File: config.mk
export PLATFORM = sky130hd
export DESIGN_NAME = fetch_unit
export DESIGN_NICKNAME = d
export VERILOG_FILES = /design/src/rtl/fetch_unit.sv
export SDC_FILE = /design/constraint.sdc
export NUM_CORES = 1
export LEC_CHECK = 0
export BUFFER_PORTS_ARGS = -buffer_cell sky130_fd_sc_hd__buf_2
export CORE_MARGIN = 8
export CORE_UTILIZATION = 35
export DETAILED_ROUTE_END_ITERATION = 7
export GPL_TIMING_DRIVEN = 0
export SLEW_MARGIN = 20
export SYNTH_ARGS = -nofsm -noshare
export SYNTH_HDL_FRONTEND = slang
export SYNTH_SLANG_ARGS = --single-unit
File: constraint.sdc
create_clock -name clk -period 2.95 [get_ports clk]
set_clock_uncertainty 0.1 [all_clocks]
set_input_delay 0.4425 -clock clk [delete_from_list [all_inputs] [get_ports clk]]
set_output_delay 0.4425 -clock clk [all_outputs]
set_load 0.01 [all_outputs]
File: src/rtl/fetch_unit.sv
// rtl/fetch_unit.sv - instruction fetch FSM with IF/ID register and one-entry hold buffer
// Optional wait-cycle counter port fetch_wait_cnt is built when FETCH_PERF_EN is defined.
module fetch_unit (
  input  logic        clk,
  input  logic        rst,
  input  logic [15:0] pc_addr,
  output logic        pc_advance,
  output logic        imem_req,
  output logic [15:0] imem_addr,
  input  logic        imem_ready,
  input  logic [15:0] imem_data,
  input  logic        stall,
  input  logic        flush,
  output logic [15:0] if_id_instr,
  output logic [15:0] if_id_pc_plus2,
  output logic        if_id_valid,
  output logic        halted
`ifdef FETCH_PERF_EN
  ,
  output logic [15:0] fetch_wait_cnt
`endif
);

  typedef enum logic [2:0] {S_IDLE, S_WAIT, S_HOLD, S_DRAIN, S_HALT} state_t;

  state_t      state, state_nxt;
  logic [15:0] hold_instr, hold_pc2;
  logic        can_accept;
  logic        load_mem, load_hold, fill_hold;
  logic [15:0] pc_plus2;

  assign can_accept = !if_id_valid || !stall;
  assign pc_plus2   = pc_addr + 16'd2;
  assign imem_addr  = pc_addr;
  assign halted     = (state == S_HALT);

  always_ff @(posedge clk or posedge rst) begin
    if (rst) state <= S_IDLE;
    else     state <= state_nxt;
  end

  always_comb begin
    state_nxt  = state;
    imem_req   = 1'b0;
    pc_advance = 1'b0;
    load_mem   = 1'b0;
    load_hold  = 1'b0;
    fill_hold  = 1'b0;
    case (state)
      S_IDLE: state_nxt = S_WAIT;
      S_WAIT: begin
        imem_req = 1'b1;
        if (flush) begin
          state_nxt = imem_ready ? S_IDLE : S_DRAIN;
        end else if (imem_ready) begin
          pc_advance = (imem_data[15:12] != 4'hF);
          if (can_accept) begin
            load_mem  = 1'b1;
            state_nxt = (imem_data[15:12] == 4'hF) ? S_HALT : S_WAIT;
          end else begin
            fill_hold = 1'b1;
            state_nxt = S_HOLD;
          end
        end
      end
      S_HOLD: begin
        if (flush) begin
          state_nxt = S_IDLE;
        end else if (can_accept) begin
          load_hold = 1'b1;
          state_nxt = (hold_instr[15:12] == 4'hF) ? S_HALT : S_WAIT;
        end
      end
      // The abandoned request still returns once; swallow it before refetching.
      S_DRAIN: if (imem_ready) state_nxt = S_IDLE;
      S_HALT:  if (flush) state_nxt = S_IDLE;
      default: state_nxt = S_IDLE;
    endcase
  end

  always_ff @(posedge clk or posedge rst) begin
    if (rst) begin
      if_id_instr    <= 16'h0000;
      if_id_pc_plus2 <= 16'h0000;
      if_id_valid    <= 1'b0;
    end else if (flush) begin
      if_id_valid <= 1'b0;
    end else if (load_mem) begin
      if_id_instr    <= imem_data;
      if_id_pc_plus2 <= pc_plus2;
      if_id_valid    <= 1'b1;
    end else if (load_hold) begin
      if_id_instr    <= hold_instr;
      if_id_pc_plus2 <= hold_pc2;
      if_id_valid    <= 1'b1;
    end else if (can_accept) begin
      if_id_valid <= 1'b0;
    end
  end

  always_ff @(posedge clk or posedge rst) begin
    if (rst) begin
      hold_instr <= 16'h0000;
      hold_pc2   <= 16'h0000;
    end else if (flush) begin
      hold_instr <= 16'h0000;
      hold_pc2   <= 16'h0000;
    end else if (fill_hold) begin
      hold_instr <= imem_data;
      hold_pc2   <= pc_plus2;
    end
  end

`ifdef FETCH_PERF_EN
  always_ff @(posedge clk or posedge rst) begin
    if (rst)
      fetch_wait_cnt <= 16'h0000;
    else if (imem_req && !imem_ready && fetch_wait_cnt != 16'hFFFF)
      fetch_wait_cnt <= fetch_wait_cnt + 16'd1;
  end
`endif

endmodule
==> results.md, run 1 <==
- Dpl hpwl: ~6300 microns
- Pre-antenna DRT Iters: 4
- Clk pin slew, worst setup/hold paths: approximately 80 ps
- Synth area leader: dfrtp_1
- Hold-fix buffers at CTS: 1
- Num rows: 35
- Sequential Power Share: a little over two fifths
- Logic pwr share: 30.7%
- Synthesized instance count: around 310
- Final setup fails: 0
- Net load switching power: 1.069 mW
- Initial DRC Count: around 120
- First-pass GRT wire length: ~14000 microns
- Yosys warnings: 0
- MaxCap Viol Count: 0
- Num CTS Buffers: 9
- Gr ovfl total: 0
- Post-synth top area share: roughly 52%
- Leak Pwr: 2.029 nW
- Largest net degree at the start of global routing: 40
- # diodes: 0
- Clock sink count: ~70
- Post-synth top cells: dfrtp_1, nand2_1, mux2i_1
- PortBufs: between 80 and 90
- Clock share of power: 26.7%
- Layout cells sized above 1: 32.53%
- DRC violations left: 0
- Starting Density: 35.66%
- Top cells by area, synth: dfrtp_1, mux2i_1, nand2_1
- Cell Area, Synth: ~3200 sq um
- CP Capture Type: output port
- Net Sw Frac: roughly 35%
- Tmin final: 2340 ps
- Syn avg cell area: 10.51 sq um
- GR Util All Layers: between 10% and 20%
- Most frequent cell after synthesis: dfrtp_1
- Initial antenna violation count: 0
- Final net count: between 400 and 500
- WL/cell: 16.41 microns
- Status: completed
- # Post-CTS Setup Buffers: 0
- Area grow syn2layout: 25.19%
- WL final: between 8000 and 9000 microns
- Fin Hold WS: around 210 ps
- Max_slew headroom: 63.99%
- Vias post-DR: roughly 2700
- Main synth FF type: dfrtp_1
- Skew-Pair Late Insertion Delay: around 350 ps
- Io pins: roughly 90
- Die area: 12620 sq um
- Slew @ Worst Pin: between 500 and 600 ps
- Clock buffer depth: 2
- Placed Area: between 3000 and 4000 sq um
- Number of synthesized flops with an enable pin: 0
- Sequential-to-total area share from yosys stat: 52.39%
- Async S/R FF share, synth: 100.0%
- Hold crit path type: in2reg
- Root Driver: clkbuf_8
- Achievable Freq: 427.3 MHz
- CTS tree: built
- Power per cell area: 744.0 nW/um^2
- Internal power: 1.956 mW
- Die X-Extent: ~110 microns
- Final period util: approximately 80%
- Crit-path max FO: 8
- Peak VDD IR: ~0.26 mV
- Antenna Violating Nets Remaining: 0
- Netlist cell types: 38
- Fin area: roughly 4000 sq um
- CP arrival: between 1500 and 2000 ps
- CP Class: reg2out
- Yosys reg bits: 68
- Unrepaired setup endpoints after global routing: no
- Post-CTS sizing: 0
- Fin. max-slew vios: 0
- Critical Path RT: between 2000 and 2500 ps
- Syn_nets: approximately 350
- Fin. Hold Viols: 0
- Nature of the critical path startpoint: flop
- H-tree levels: 3
- Die Span Y: ~110 microns
- Number of global-route vias before repair: approximately 2900
- Vias/cell: ~5.2
- Routability cong.: 0.8584
- Core footprint: between 9000 and 10000 sq um
state kept, by name, indices dropped and copies added (netlist names):
name,count
if_id_pc_plus2,16
if_id_valid,1
hold_pc2,16
hold_instr,16
if_id_instr,16
state,3
per-layer routing:
metal,routed length [microns],share of wire (%),track usage [%],up-vias
met2,3812,44,21.24,86
met1,4149,48,18.26,1335
met3,547,6.3,3.865,12
met5,0,0,0,-
li1,-,-,-,1301
met4,124,1.4,5.126,0
worst max-delay path: stages, from the launching register on:
cell,delay (ps)
dfrtp_1,470
nand2b_1,210
or3_1,390
nor3_1,220
buf_2,180
placed cells by master (no fill, tap or decap), drive strengths merged, types with 2 or more instances in the layout:
cell	instances
a211oi	2
a21oi	4
a221o	3
a22o	19
a22oi	17
and2	3
and3	2
and4	2
buf	116
clkbuf	15
clkinvlp	2
dfrtp	68
inv	8
mux2i	21
nand2	51
nand2b	2
nand3	6
nand4	6
nor2	7
nor2b	3
nor3	5
nor4	4
o21ai	24
xnor2	5
xor2	8
power groups by stage:
stage	logic, mW	clock network (mW)	registers [mW]
floorplan	0.439	0	1.39
global placement	0.932	0	1.30
detailed placement	0.948	0	1.31
CTS	0.953	0.827	1.29
global route	1.04	0.871	1.32
finish	0.929	0.808	1.29
cells by family after synthesis:
group / share of synthesized area, %
AND/OR/NAND/NOR: 14.45
XOR/XNOR: 3.505
AO/OA/AOI/OAI: 16.02
adder cells (fa/ha/maj): 0.3851
buffers and inverters: 6.780
multiplexers: 6.471
flip-flops: 52.39
layout make-up:
class / instances / area [sq um]
plain buffers: 33 / 205.2
inverters: 4 / 17.52
well taps: 111 / 138.9
clock buffers: 9 / 123.9
clock inverters: 7 / 82.58
fillers: 911 / 5042
flip-flops and latches: 68 / 1702
multi-input cells: 204 / 1326
repair buffers: 90 / 470.5
path summary, 6_finish.rpt:
path / cells past startpoint / slack (ps) / endpoint / from
setup / recovery: 4 / 610 / pc_advance / state[2]
hold / removal: 3 / 210 / if_id_instr[10] / imem_data[10]
setup reg to reg: 5 / 1030 / if_id_pc_plus2[8] / state[2]
hold reg to reg: 2 / 370 / if_id_instr[6] / if_id_instr[6]
max in group asynchronous: 4 / 1690 / hold_instr[13] / rst
min in group asynchronous: 3 / 530 / hold_pc2[9] / rst
per-stage QoR:
step           power [mW]  instances  setup WS, ps  TNS (ps)  util, %
4_1_cts             3.071        526         608.3         0    44.64
3_5_place_dp        2.255        509         832.4         0    42.27
2_1_floorplan       1.831        309         696.0         0        -
6_report            3.025        526         609.8         0    44.64
3_3_place_gp        2.234        508        -182.9    -12260    42.02
5_1_grt             3.235        526         512.3         0    44.64
Power figures use the tool's default switching activity.
==> run 2, diff against run 1 <==
==> constraint.sdc (replaced) <==
create_clock -name clk -period 2.3 [get_ports clk]
set_clock_uncertainty 0.1 [all_clocks]
set_input_delay 0.345 -clock clk [delete_from_list [all_inputs] [get_ports clk]]
set_output_delay 0.345 -clock clk [all_outputs]
set_load 0.01 [all_outputs]
==> run 2 against run 1 <==
Effect of this change: non-clock buffer count unchanged; count of clock-buffer cells in the layout unchanged; final cell count unchanged; global-route usage stayed put; sequential share of layout area hardly changed; worst hold slack lost 99 ps; die area stayed put; critical path depth unchanged; sequential cell count unchanged; largest cell class unchanged.
==> results.md, run 2 (synthesized netlist as in run 1, its figures left out) <==
- Status: completed
- Num rows: 35 (unchanged)
- Final setup fails: 0 (unchanged)
- Commonest cells after routing, fill and taps aside: buf_2, dfrtp_1, nand2_1
- Max_slew headroom: 64.29% (+0.30 points)
- R2R Path End: if_id_pc_plus2[8]
- Multi-input gate area in the final layout: 1331 sq um (+0.38%)
- Cell Chain, Critical Path: nand2b_1, or3_1, nor3_2, buf_2
- Fin. max-slew vios: 0 (unchanged)
- Max incr delay on CP: 460 ps (about the same)
- GR Util All Layers: 13.87% (unchanged)
- Power per cell area: 953.5 nW/um^2 (+28%)
- PortBufs: 88 (unchanged)
- Final net count: 448 (unchanged)
- WL final: 8619 microns (-0.16%)
- Placed cells: 509 (unchanged)
- Gr ovfl total: 0 (unchanged)
- Most common cell after layout, fill and taps aside: buf_2
- Starting Density: 35.66% (unchanged)
- Reg area: 1703 sq um (about the same)
- Die X-Extent: 112.3 microns (unchanged)
- Highest Signal Layer: met4
- Skew-Pair Late Insertion Delay: 350 ps (about the same)
- Root Driver: clkbuf_8
- Hold EP: if_id_instr[10]
- Vias/cell: 5.179 (-0.37%)
- Hold crit path type: in2reg
- Metal2 WL: 3767 microns (-1.2%)
- WL met1: 4176 microns (+0.65%)
- Dpl hpwl: 6347 microns (unchanged)
- CP Class: reg2out
- Hold Path Depth: 3 (unchanged)
- Crit-path max FO: 8 (unchanged)
- CTS tree: built
- Setup Total Neg Slack: 0 ps (unchanged)
- Pre-antenna DRT Iters: 4 (unchanged)
- Critical Path RT: 1860 ps (-550 ps)
- Number of global-route vias before repair: 2862 (unchanged)
- Total power: 3.883 mW (+28%)
- Achievable Freq: 459.0 MHz
- Die area: 12620 sq um (unchanged)
- WL met3: 551 microns (+0.73%)
- Largest net degree at the start of global routing: 40 (unchanged)
- Final period util: 94.72%
- Filler cell count: 909 (-0.22%)
- Final instance count without filler cells: 526 (unchanged)
- Fin. Hold Viols: 0 (unchanged)
- Initial antenna violation count: 0 (unchanged)
- CP Capture Type: output port
- Tmin final: ~2200 ps
- Clock sink count: 68 (unchanged)
- MaxCap Viol Count: 0 (unchanged)
- Unrepaired setup endpoints after global routing: no
- Die Span Y: 112.3 microns (unchanged)
- R2R Path Start: state[2]
- Reg2reg path depth: 5 (unchanged)
- Num CTS Buffers: 9 (unchanged)
- Antenna Violating Nets Remaining: 0 (unchanged)
- # diodes: 0 (unchanged)
- Layout cells sized above 1: 33.01% (+0.48 points)
- Peak VDD IR: 0.3349 mV (+28%)
- # Post-CTS Setup Buffers: 0 (unchanged)
- Clock buffer depth: 2 (unchanged)
- H-tree levels: 3 (unchanged)
- Internal reg-to-reg setup slack: 400 ps (-630 ps)
- Initial DRC Count: 109 (-7.6%)
- Slew @ Worst Pin: 535.6 ps (-4.450 ps)
- Routability cong.: 0.8584 (unchanged)
- Area grow syn2layout: 25.39%
- Nature of the critical path startpoint: flop
- WL/cell: 16.39 microns (-0.16%)
- Core footprint: 9109 sq um (unchanged)
- CP arrival: 1730 ps (-70 ps)
- Leak Pwr: 2.028 nW (about the same)
- Clk pin slew, worst setup/hold paths: 80 ps (about the same)
- Io pins: 89 (unchanged)
- DRC violations left: 0 (unchanged)
- Max stage delay cell, worst path: dfrtp_2
- Critical path launch point: state[2]
- Min-delay src: imem_data[10]
- Fin Hold WS: 115.6 ps (-99.34 ps)
- First-pass GRT wire length: 14080 microns (unchanged)
- Vias post-DR: 2724 (-0.37%)
-- run 2: cell types whose count changed in the layout (fill, tap and decap cells not counted) --
cell / change
dfrtp_2: +1
nor3_1: -1
nor3_2: +1
dfrtp_1: -1
-- run 2: worst max-delay path, delay by kind of cell, from the launching register on --
kind | cells | cell delay [ps]
and+or+nand+nor | 3 | 770
buffers and inverters | 1 | 160
DFF | 1 | 460
-- run 2: worst max path at each step --
stage | endpoint | slack [ps] | cells past startpoint
final | pc_advance | 120 | 4
after global placement | if_id_instr[9] | -740 | 2
after global routing | pc_advance | 30 | 4
after floorplan | hold_instr[0] | 140 | 1
after CTS | pc_advance | 60 | 4
after detailed placement | hold_pc2[15] | 280 | 6
-- run 2: timing repair --
action	4_1_cts	5_1_grt
resized for setup	0	2
endpoints found under the setup margin	0	1
hold endpoints to repair	29	0
hold buffers	1	0
-- run 2: per-stage QoR --
stage	util (%)	setup slack, ps	area (sq um)
6_report	44.71	121.5	4073
2_1_floorplan	-	143.5	3248
4_1_cts	44.64	55.78	4066
3_5_place_dp	42.27	279.9	3850
5_1_grt	44.71	30.75	4073
3_3_place_gp	42.02	-735.4	3827
-- run 2: routing by layer --
| metal | vias to the layer above | track usage [%] |
|---|---|---|
| met2 | 89 | 21.24 |
| met1 | 1320 | 18.26 |
| li1 | 1303 | - |
| met3 | 12 | 3.865 |
| met4 | 0 | 5.126 |
| met5 | - | 0 |
-- run 2: power by group --
| part | leakage, nW | switching [mW] | internal [mW] |
|---|---|---|---|
| clock network | 0.0988 | 0.518 | 0.519 |
| registers | 0.897 | 0.165 | 1.49 |
| logic | 1.03 | 0.691 | 0.503 |
-- run 2: layout make-up --
type                            instances  share of cell area [%]
Clock buffer                            9                   3.041
Tap cell                              111                   3.410
Clock inverter                          7                   2.028
Timing Repair Buffer                   90                   11.55
Sequential cell                        68                   41.81
Buffer                                 33                   5.038
Multi-Input combinational cell        204                   32.69
Inverter                                4                  0.4301
